===== src/rtl/msg_sched_ctrl_pkg.sv =====
// Shared widths, block geometry, FSM encoding and tag layout for the
// SHA-256 message-schedule sequencer.
package msg_sched_ctrl_pkg;
   localparam int BEAT_W          = 64;
   localparam int WORD_W          = 32;
   localparam int BEATS_PER_BLOCK = 8;
   localparam int BEATS_TOTAL     = 32;
   localparam int IDX_W           = $clog2(BEATS_TOTAL);
   localparam int PTR_W           = $clog2(BEATS_PER_BLOCK);

   typedef logic [BEAT_W-1:0] beat_t;

   // One beat carries a W pair: low word is the even round, high word the odd one.
   typedef struct packed {
      logic [WORD_W-1:0] w_odd;
      logic [WORD_W-1:0] w_even;
   } wpair_t;

   typedef enum logic [1:0] {
      ST_IDLE   = 2'd0,
      ST_STREAM = 2'd1,
      ST_DRAIN  = 2'd2
   } state_t;

   typedef struct packed {
      logic             vld;
      logic [IDX_W-1:0] idx;
   } tag_t;
endpackage


===== src/rtl/msg_sched_ctrl_if.sv =====
// Message source, compression-core and datapath signals of the sequencer.
interface msg_sched_ctrl_if;
   import msg_sched_ctrl_pkg::*;

   logic             clear_i;
   logic             msg_valid_i;
   wpair_t           msg_data_i;
   logic             msg_ready_o;
   logic             core_ready_i;
   wpair_t           fb_data_i;
   wpair_t           pre_data_o;
   logic             sel_feedback_o;
   logic             round_valid_o;
   logic [IDX_W-1:0] round_idx_o;
   logic             block_start_o;
   logic             block_done_o;
   logic             busy_o;

   modport master (
      output clear_i, msg_valid_i, msg_data_i, core_ready_i, fb_data_i,
      input  msg_ready_o, pre_data_o, sel_feedback_o, round_valid_o,
             round_idx_o, block_start_o, block_done_o, busy_o
   );

   modport slave (
      input  clear_i, msg_valid_i, msg_data_i, core_ready_i, fb_data_i,
      output msg_ready_o, pre_data_o, sel_feedback_o, round_valid_o,
             round_idx_o, block_start_o, block_done_o, busy_o
   );
endinterface


===== src/rtl/msg_sched_ctrl_msg_buf8.sv =====
// Eight-beat message fill buffer: write pointer, full flag, combinational read.
// Stays full until the sequencer frees it; beats offered while full are refused.
module msg_buf8
   import msg_sched_ctrl_pkg::*;
(
   input  logic             clk_i,
   input  logic             rst_ni,
   input  logic             clear,
   input  logic             wr_vld,
   input  beat_t            wr_dat,
   output logic             wr_rdy,
   input  logic             free,
   input  logic [PTR_W-1:0] rd_idx,
   output beat_t            rd_dat,
   output logic             full
);
   beat_t            mem [BEATS_PER_BLOCK];
   logic [PTR_W-1:0] wr_cnt;
   logic             wr_en;

   assign wr_rdy = !full;
   assign wr_en  = wr_vld && wr_rdy && !clear;

   always_ff @(posedge clk_i or negedge rst_ni) begin
      if (!rst_ni) begin
         wr_cnt <= '0;
         full   <= 1'b0;
      end else if (clear) begin
         wr_cnt <= '0;
         full   <= 1'b0;
      end else if (wr_en) begin
         wr_cnt <= wr_cnt + 1'b1;
         if (wr_cnt == PTR_W'(BEATS_PER_BLOCK - 1))
            full <= 1'b1;
      end else if (free) begin
         full <= 1'b0;
      end
   end

   // Storage needs no reset: it is only read while full, i.e. after eight fresh writes.
   always_ff @(posedge clk_i) begin
      if (wr_en)
         mem[wr_cnt] <= wr_dat;
   end

   assign rd_dat = mem[rd_idx];
endmodule


===== src/rtl/msg_sched_ctrl.sv =====
// SHA-256 message-schedule sequencer: buffers a block, streams 8 message + 24
// feedback beats, and tags the datapath output PIPE_LAT cycles later.
module msg_sched_ctrl
   import msg_sched_ctrl_pkg::*;
#(
   parameter int PIPE_LAT = 2
)(
   input  logic             clk_i,
   input  logic             rst_ni,
   msg_sched_ctrl_if.slave  bus
);
   state_t           state, nxt_state;
   logic [IDX_W-1:0] beat_cnt;
   logic [2:0]       drain_cnt;
   logic             buf_full, buf_rdy, buf_free;
   beat_t            buf_rd;
   logic             last_beat, last_drain, launch, msg_phase;
   tag_t             cur_tag;
   tag_t             tag_pipe [PIPE_LAT];

   msg_buf8 u_buf (
      .clk_i  (clk_i),
      .rst_ni (rst_ni),
      .clear  (bus.clear_i),
      .wr_vld (bus.msg_valid_i),
      .wr_dat (bus.msg_data_i),
      .wr_rdy (buf_rdy),
      .free   (buf_free),
      .rd_idx (beat_cnt[PTR_W-1:0]),
      .rd_dat (buf_rd),
      .full   (buf_full)
   );

   assign bus.msg_ready_o = buf_rdy;

   assign last_beat  = (state == ST_STREAM) && (beat_cnt == IDX_W'(BEATS_TOTAL - 1));
   assign last_drain = (state == ST_DRAIN) && (drain_cnt == 3'(PIPE_LAT - 1));
   assign launch     = buf_full && bus.core_ready_i;
   assign msg_phase  = beat_cnt < IDX_W'(BEATS_PER_BLOCK);
   // The last message beat is read this cycle, so the buffer may refill from the next one.
   assign buf_free   = (state == ST_STREAM) && (beat_cnt == IDX_W'(BEATS_PER_BLOCK - 1));

   always_ff @(posedge clk_i or negedge rst_ni) begin
      if (!rst_ni)
         state <= ST_IDLE;
      else
         state <= nxt_state;
   end

   always_comb begin
      nxt_state = state;
      if (bus.clear_i) begin
         nxt_state = ST_IDLE;
      end else begin
         case (state)
            ST_IDLE:   if (launch) nxt_state = ST_STREAM;
            ST_STREAM: if (last_beat) nxt_state = ST_DRAIN;
            ST_DRAIN:  if (last_drain) nxt_state = launch ? ST_STREAM : ST_IDLE;
            default:   nxt_state = ST_IDLE;
         endcase
      end
   end

   always_comb begin
      bus.pre_data_o     = '0;
      bus.sel_feedback_o = 1'b0;
      bus.block_start_o  = 1'b0;
      bus.busy_o         = (state != ST_IDLE);
      if (state == ST_STREAM) begin
         bus.block_start_o = (beat_cnt == '0);
         if (msg_phase) begin
            bus.pre_data_o = buf_rd;
         end else begin
            bus.pre_data_o     = bus.fb_data_i;
            bus.sel_feedback_o = 1'b1;
         end
      end
   end

   // beat_cnt wraps 31 -> 0 on its own, leaving it at 0 for the next block.
   always_ff @(posedge clk_i or negedge rst_ni) begin
      if (!rst_ni) begin
         beat_cnt  <= '0;
         drain_cnt <= '0;
      end else if (bus.clear_i) begin
         beat_cnt  <= '0;
         drain_cnt <= '0;
      end else begin
         if (state == ST_STREAM)
            beat_cnt <= beat_cnt + 1'b1;
         if (state == ST_DRAIN && !last_drain)
            drain_cnt <= drain_cnt + 1'b1;
         else
            drain_cnt <= '0;
      end
   end

   assign cur_tag.vld = (state == ST_STREAM);
   assign cur_tag.idx = beat_cnt;

   always_ff @(posedge clk_i or negedge rst_ni) begin
      if (!rst_ni) begin
         for (int i = 0; i < PIPE_LAT; i++) tag_pipe[i] <= '0;
      end else if (bus.clear_i) begin
         for (int i = 0; i < PIPE_LAT; i++) tag_pipe[i] <= '0;
      end else begin
         tag_pipe[0] <= cur_tag;
         for (int i = 1; i < PIPE_LAT; i++) tag_pipe[i] <= tag_pipe[i-1];
      end
   end

   assign bus.round_valid_o = tag_pipe[PIPE_LAT-1].vld;
   assign bus.round_idx_o   = tag_pipe[PIPE_LAT-1].idx;
   assign bus.block_done_o  = bus.round_valid_o && (bus.round_idx_o == IDX_W'(BEATS_TOTAL - 1));
endmodule


===== src/flat_wrapper.sv =====
// flat-port wrapper written by rule: the top's interface ports become plain ports
module msg_sched_ctrl_flat import msg_sched_ctrl_pkg::*;
#(
   parameter int PIPE_LAT = 2
)
  (clk_i, rst_ni, bus_clear_i, bus_msg_valid_i, bus_msg_data_i, bus_core_ready_i, bus_fb_data_i, bus_msg_ready_o, bus_pre_data_o, bus_sel_feedback_o, bus_round_valid_o, bus_round_idx_o, bus_block_start_o, bus_block_done_o, bus_busy_o);
  msg_sched_ctrl_if bus_i ();
  input  logic clk_i;
  input  logic rst_ni;
  input wire logic [$bits(bus_i.clear_i)-1:0] bus_clear_i;
  input wire logic [$bits(bus_i.msg_valid_i)-1:0] bus_msg_valid_i;
  input wire logic [$bits(bus_i.msg_data_i)-1:0] bus_msg_data_i;
  input wire logic [$bits(bus_i.core_ready_i)-1:0] bus_core_ready_i;
  input wire logic [$bits(bus_i.fb_data_i)-1:0] bus_fb_data_i;
  output wire logic [$bits(bus_i.msg_ready_o)-1:0] bus_msg_ready_o;
  output wire logic [$bits(bus_i.pre_data_o)-1:0] bus_pre_data_o;
  output wire logic [$bits(bus_i.sel_feedback_o)-1:0] bus_sel_feedback_o;
  output wire logic [$bits(bus_i.round_valid_o)-1:0] bus_round_valid_o;
  output wire logic [$bits(bus_i.round_idx_o)-1:0] bus_round_idx_o;
  output wire logic [$bits(bus_i.block_start_o)-1:0] bus_block_start_o;
  output wire logic [$bits(bus_i.block_done_o)-1:0] bus_block_done_o;
  output wire logic [$bits(bus_i.busy_o)-1:0] bus_busy_o;
  assign bus_i.clear_i = bus_clear_i;
  assign bus_i.msg_valid_i = bus_msg_valid_i;
  assign bus_i.msg_data_i = bus_msg_data_i;
  assign bus_i.core_ready_i = bus_core_ready_i;
  assign bus_i.fb_data_i = bus_fb_data_i;
  assign bus_msg_ready_o = bus_i.msg_ready_o;
  assign bus_pre_data_o = bus_i.pre_data_o;
  assign bus_sel_feedback_o = bus_i.sel_feedback_o;
  assign bus_round_valid_o = bus_i.round_valid_o;
  assign bus_round_idx_o = bus_i.round_idx_o;
  assign bus_block_start_o = bus_i.block_start_o;
  assign bus_block_done_o = bus_i.block_done_o;
  assign bus_busy_o = bus_i.busy_o;
  msg_sched_ctrl #(.PIPE_LAT(PIPE_LAT)) u_core (.clk_i(clk_i), .rst_ni(rst_ni), .bus(bus_i));
endmodule

===== config.mk =====
export PLATFORM = sky130hd
export DESIGN_NAME = msg_sched_ctrl_flat
export DESIGN_NICKNAME = d
export VERILOG_FILES = /design/src/rtl/msg_sched_ctrl_pkg.sv /design/src/rtl/msg_sched_ctrl_if.sv /design/src/rtl/msg_sched_ctrl_msg_buf8.sv /design/src/rtl/msg_sched_ctrl.sv /design/src/flat_wrapper.sv
export SDC_FILE = /design/constraint.sdc
export NUM_CORES = 1
export LEC_CHECK = 0
export CAP_MARGIN = 20
export CORE_AREA = 2 2 200 202
export DETAILED_ROUTE_END_ITERATION = 10
export DIE_AREA = 0 0 202 204
export PLACE_DENSITY = 0.8
export SYNTH_ARGS = -nofsm -noshare
export SYNTH_HDL_FRONTEND = slang
export SYNTH_HIERARCHICAL = 1
export SYNTH_SLANG_ARGS = --single-unit

===== constraint.sdc =====
create_clock -name clk_i -period 9.6 [get_ports clk_i]
set_input_delay 2.4 -clock clk_i [delete_from_list [all_inputs] [get_ports clk_i]]
set_output_delay 2.4 -clock clk_i [all_outputs]
set_load 0.02 [all_outputs]

Word level (Yosys, flattened, before mapping). Memories as Yosys holds them, arrays and structs flattened. Index checks and enable logic that the tools add are counted.

Bits in registers: 26. Memory bits (writable): 512. Input bits: 133. Output and inout port bits: 75. Memories: 1.

Memories: u_core.u_buf.mem (depth 8, bits a word 64, rd ports 1, clocked after memory_dff 0, wr ports 1, line msg_sched_ctrl_msg_buf8.sv:17) `beat_t mem [BEATS_PER_BLOCK];`.

Add/sub/neg operators: 3. Order comparisons: 1. Equality and inequality tests: 11. Multiplexer cells: 24. Reductions and logical operators: 19.

Operator list (number): 64-bit 2-to-1 mux (2); 12-bit 2-to-1 mux (1); 3-bit 2-to-1 mux (4); 3-bit by 2-bit inequality test with 1-bit output (second input constant) (4); 5-bit == test (second input constant) (2); 1-bit 2-to-1 mux (10); 5-bit 2-to-1 mux (2); 1-bit logical AND (8); 2-bit 2-to-1 mux (4); 3-bit by 1-bit adder with 3-bit output (second input constant) (2); 2-bit one-hot mux with 3 select lines (1); 2-bit nonzero test (3); 5-bit by 1-bit adder with 5-bit output (second input constant) (1); 5-bit by 3-bit == test with 1-bit output (second input constant) (1); 5-bit zero test (1); 5-bit by 4-bit less-than comparator with 1-bit output (second input constant) (1); 3-bit by 1-bit == test with 1-bit output (second input constant) (1); 3-bit == test (second input constant) (1); 1-bit zero test (3); 3-bit AND reduction (1); 3-bit nonzero test (1); 2-bit by 1-bit == test with 1-bit output (second input constant) (1); 2-bit == test (second input constant) (1); 2-bit zero test (1); 2-bit AND reduction (1).

Longest topological paths before layout.
Word-level depth: 6. Mapped depth: 7.

Modules after synthesis. The synthesis kept the hierarchy.

Modules (own cells, without submodules): msg_buf8 (instances 1, cells an instance 769, area an instance 19464.9 µm²); msg_sched_ctrl (instances 1, cells an instance 169, area an instance 1681.6 µm²).

Worst setup path before layout. OpenSTA, ideal clock, no wires.

Path kind: input to register. Start point: in bus_msg_valid_i. End point: mem u_core/u_buf/mem[0][0] in the netlist's numbering (enable). Library setup time: 0.565 ns. Arrival: 7.517 ns. Required time: 9.035 ns. Setup slack: 1.519 ns. Stages on the path: 4. Path buffers: 1. Path through: nor2b_1 buf_2 or3b_2 nor3_1.

Cells in the longest elaborated chain, start to end: 4.

RTL lines: start: declaration (line flat_wrapper.sv:11) `input wire logic [$bits(bus_i.msg_valid_i)-1:0] bus_msg_valid_i;`; 1-bit logical AND (2 in series) (line msg_sched_ctrl_msg_buf8.sv:22) `assign wr_en = wr_vld && wr_rdy && !clear;`; 1-bit 2-to-1 mux (line msg_sched_ctrl_msg_buf8.sv:42) `if (wr_en)`; 1-bit 2-to-1 mux (implied by the code) (line msg_sched_ctrl_msg_buf8.sv:43) `mem[wr_cnt] <= wr_dat;`; end: declaration (line msg_sched_ctrl_msg_buf8.sv:17).

Every way passes these cells.

Final worst setup path.
Start point: reg u_core.beat_cnt[0]. End point: out bus_pre_data_o[25].

Cells in the longest elaborated chain, start to end: 3. Elaborated cells between the ends (all ways): 4. Classes of those cells: 1 x order compare; 2 x mux; 1 x memory.

RTL lines: start: declaration (line msg_sched_ctrl.sv:13) `logic [IDX_W-1:0] beat_cnt;`; start signal: assignment (line msg_sched_ctrl.sv:90) `beat_cnt <= beat_cnt + 1'b1;`; memory read 8 x 64 bit; net u_core.buf_rd[25] (line msg_sched_ctrl.sv:16) `beat_t buf_rd;`; 64-bit 2-to-1 mux (line msg_sched_ctrl.sv:71) `if (msg_phase) begin`; 64-bit 2-to-1 mux (line msg_sched_ctrl.sv:69) `if (state == ST_STREAM) begin`; end: declaration (line flat_wrapper.sv:16) `output wire logic [$bits(bus_i.pre_data_o)-1:0] bus_pre_data_o;`.

The timed path passes the listed nets, and every way through them passes these cells.

==> metrics.log <==
INFO  metric via_count = 10.1k
INFO  metric globalRoute.totalOverflow = 0
INFO  metric min_period_over_period = 65.6%
INFO  metric power_frac_comb = 3.2%
INFO  metric post_route_cells_drive_above_1_share = 24.6%
INFO  metric tritoncts = done
INFO  metric htreeDepth = 2
INFO  metric path_cells = buf_4 > mux4_2 > mux2_2 > a22o_1 > clkdlybuf4s50_1
INFO  metric max-cap-violations = 0
INFO  metric detail_route.first_pass.iterations = 5
INFO  metric tritoncts_num_sinks = 538
INFO  metric p_sw_share = 19.1%
INFO  metric layout.cells.non_filler = 1,727
INFO  metric fillCellCount = 2,522
INFO  metric grt_pass1_wl = 62,800 um
INFO  metric clk_transition_reported_paths = 0.06 ns
INFO  metric timing.max_slew.rel_slack = 23.3%
INFO  metric max_slew.worst_pin.slew = 1.15 ns
INFO  metric groute.layer.met1.usage = 27.7%
INFO  metric dp.final_hpwl = 21,600 um
INFO  metric timing.hold.worst.class = reg2reg
INFO  metric worst-path-max-fanout = 39
INFO  metric critical-path-slowest-cell = sky130_fd_sc_hd__dfrtp_4
INFO  metric layout.area.seq = 16,000 um^2
INFO  metric placement.cell_area = 23,700 um^2
INFO  metric grt_pass1_vias = 10.5k
INFO  metric antenna_violating_nets_post_route = 0
INFO  metric cts_max_path_buffers = 3
INFO  metric critical-path-top-delay-family = buffers and inverters
INFO  metric net-switching-power = 895 uW
INFO  metric cts_inserted_buffers = 52
INFO  metric finalSetupViolations = 0
INFO  metric insertion_delay = 0.59 ns
INFO  metric arrival = 3.89 ns
INFO  metric finalClockSkew = 0.0113 ns
INFO  metric cts_resized = 0
INFO  metric floorplan.core_area = 39,200 um^2
INFO  metric run_status = finished clean
INFO  metric synthToLayoutAreaGrowth = 19.7%
INFO  metric cpPeakStageDelay = 0.89 ns
INFO  metric grt_setup_unrepaired = false
INFO  metric synth_enable_flop_cells = 512
INFO  metric placementRows = 73
INFO  metric syn-instance-count = 938
INFO  metric finalNetCount = 1,299
INFO  metric clock_network_fraction_of_design_power = 41.0%
INFO  metric grt_use_met3 = 3.57%
INFO  metric worstPathRequired = 7.20 ns
INFO  metric placed_cells_incl_taps = 1,630
INFO  metric share_seq_of_total_power = 55.8%
INFO  metric antenna_found_initial = 1
INFO  metric vias_per_cell = 5.83
INFO  metric cts_root_buffer = sky130_fd_sc_hd__clkbuf_16
INFO  metric synth_warnings = 6
INFO  metric grt_start_max_net_pins = 69
INFO  metric timing.critical_path.to_type = primary output
INFO  metric synth.net_count = 1,078
INFO  metric routed_wire_length_per_instance = 23.9 um
INFO  metric p_int = 3790 uW
INFO  metric die_y = 204 um
INFO  metric yosys_register_bits = 538
INFO  metric finalWorstSetupSlack = 3.31 ns
INFO  metric multiInputGateArea = 4760 um^2
INFO  metric finish.instance_area = 25,300 um^2
INFO  metric synth-main-ff-cell = sky130_fd_sc_hd__edfxtp_1
INFO  metric top_usage_layer = met2
INFO  metric worst-setup-path-type = reg2out
INFO  metric p_leak = 0.00791 uW
INFO  metric power_per_cell_area = 185 nW/um^2
INFO  metric synth_sequential_area_ratio = 75.8%
INFO  metric hold_viol = 0
INFO  metric synth.avg_cell_area = 22.5 um^2
INFO  metric global_route.usage.met2 = 34.7%
INFO  metric gp_routability_congestion = 0.702
INFO  metric final_number_of_max_transition_violations = 0
INFO  metric design.die.area = 41,200 um^2
INFO  metric synth_async_reset_ratio = 4.83%
INFO  metric placement.io_buffers = 207
INFO  metric vdd_drop_max = 154 uV
INFO  metric post_cts.repair.setup_buffers = 0
INFO  metric critical_path_buf_inv_count = 2
INFO  metric startpoint_type = flop
INFO  metric period_minus_slack = 6.29 ns
INFO  metric synth.cell_area = 21,100 um^2
INFO  metric initial_utilization = 54.0%
INFO  metric track_usage = 20.5%
INFO  metric boundaryPins = 208
INFO  metric detail_route.iter0.violations = 768
INFO  metric routed_wl = 41,300 um
INFO  metric clock.fmax = 159 MHz
INFO  metric synthDistinctLibCells = 37
INFO  metric tns = 0 ns
INFO  metric dpl_worst_slack = 3.44 ns
INFO  metric cts_hold_buf = 0
INFO  metric chipWidth = 202 um
INFO  metric route.detailed.drc = 0
[power by group through the flow]
stage,registers [uW],clock network [uW],logic [uW]
floorplan,2660,0,46.3
global placement,2660,0,144
detailed placement,2660,0,150
CTS,2610,1970,152
global route,2620,2050,162
finish,2610,1920,149
[layer usage]
metal  wire [um]  share of wire (%)  vias up
met5          13              0.031        -
met3        2390                5.8       57
met1       16900                 41     5296
met2       21100                 51      307
li1            -                  -     4403
met4         879                2.1        2
[synthesized netlist by cell type, drive strengths merged (2+ instances only)]
library cell | count | share of area (%)
ha | 7 | 0.41
nor4 | 2 | 0.059
buf | 47 | 1.8
nor2b | 10 | 0.30
nand3b | 3 | 0.11
dfrtp | 26 | 3.1
xnor2 | 2 | 0.083
nor2 | 19 | 0.34
mux4 | 128 | 14
a22o | 64 | 2.7
nand2 | 9 | 0.16
nor3 | 3 | 0.095
nand2b | 5 | 0.18
and3 | 2 | 0.059
mux2i | 3 | 0.14
clkbuf | 11 | 0.20
inv | 4 | 0.071
a21oi | 5 | 0.12
edfxtp | 512 | 73
mux2 | 64 | 3.4
[layout by cell type, fill, tap and decap left out, types with 3 or more instances in the layout]
cell	Yosys	routed
sky130_fd_sc_hd__edfxtp_1	512	512
sky130_fd_sc_hd__nand2b_1	4	4
sky130_fd_sc_hd__clkbuf_16	0	52
sky130_fd_sc_hd__ha_1	7	7
sky130_fd_sc_hd__clkdlybuf4s50_1	0	207
sky130_fd_sc_hd__nor2b_1	10	10
sky130_fd_sc_hd__mux2i_1	3	3
sky130_fd_sc_hd__buf_4	9	17
sky130_fd_sc_hd__nor2_1	19	12
sky130_fd_sc_hd__bufinv_16	0	4
sky130_fd_sc_hd__mux2_2	64	64
sky130_fd_sc_hd__a21oi_1	5	5
sky130_fd_sc_hd__a22o_1	64	64
sky130_fd_sc_hd__mux4_2	128	128
sky130_fd_sc_hd__clkbuf_1	11	14
sky130_fd_sc_hd__inv_1	4	4
sky130_fd_sc_hd__dfrtp_4	0	3
sky130_fd_sc_hd__clkinv_2	0	8
sky130_fd_sc_hd__nor2_4	0	7
sky130_fd_sc_hd__clkinv_1	0	13
sky130_fd_sc_hd__dfrtp_1	26	23
sky130_fd_sc_hd__nand2_1	9	9
sky130_fd_sc_hd__nand3b_1	3	3
[cell type report]
class | instances | area share [%]
inverter | 4 | 0.0593
timing repair buffer | 225 | 8.80
multi-input combinational | 338 | 18.8
sequential | 538 | 63.4
antenna | 1 | 0.00989
clock inverter | 30 | 1.02
tap | 525 | 2.60
clock buffer | 66 | 5.35
[registers in the layout, indices dropped and copies added, names as in the netlist, 2 cells and up]
register / flops
u_core/u_buf/mem: 512
u_core/tag_pipe: 6
u_core/beat_cnt: 5
u_core/bus.round_idx_o: 5
u_core/drain_cnt: 3
u_core/u_buf/wr_cnt: 3
u_core/state: 2
[path summary, 6_finish.rpt]
kind | from | to | slack, ns | cells past startpoint
max reg2reg | u_core/u_buf/full | u_core/u_buf/mem[1][43] | 6.42 | 4
max in group asynchronous | rst_ni | u_core/beat_cnt[0] | 6.99 | 2
min | u_core/tag_pipe[10] | u_core/bus.round_idx_o[4] | 0.46 | 1
min reg2reg | u_core/tag_pipe[10] | u_core/bus.round_idx_o[4] | 0.46 | 1
max | u_core/beat_cnt[0] | bus_pre_data_o[25] | 3.31 | 5
min in group asynchronous | rst_ni | u_core/drain_cnt[1] | 2.13 | 1
[through the flow]
step	util [%]	total power, uW	hold slack [ns]
finish	64.6	4680	0.459
global route	64.6	4830	0.483
CTS	64.6	4730	0.460
detailed placement	60.5	2810	0.447
global placement	60.4	2800	0.449
floorplan	-	2710	0.439
[cells by family after synthesis]
logic type	share of synthesized area [%]
AOI/OAI and AO/OA	2.88
xor gates and xnor gates	0.124
buffers and inverters	2.05
and+or+nand+nor	1.57
adders and majority gates	0.414
muxes	17.2
DFF	75.8
Power figures use the tool's default switching activity.
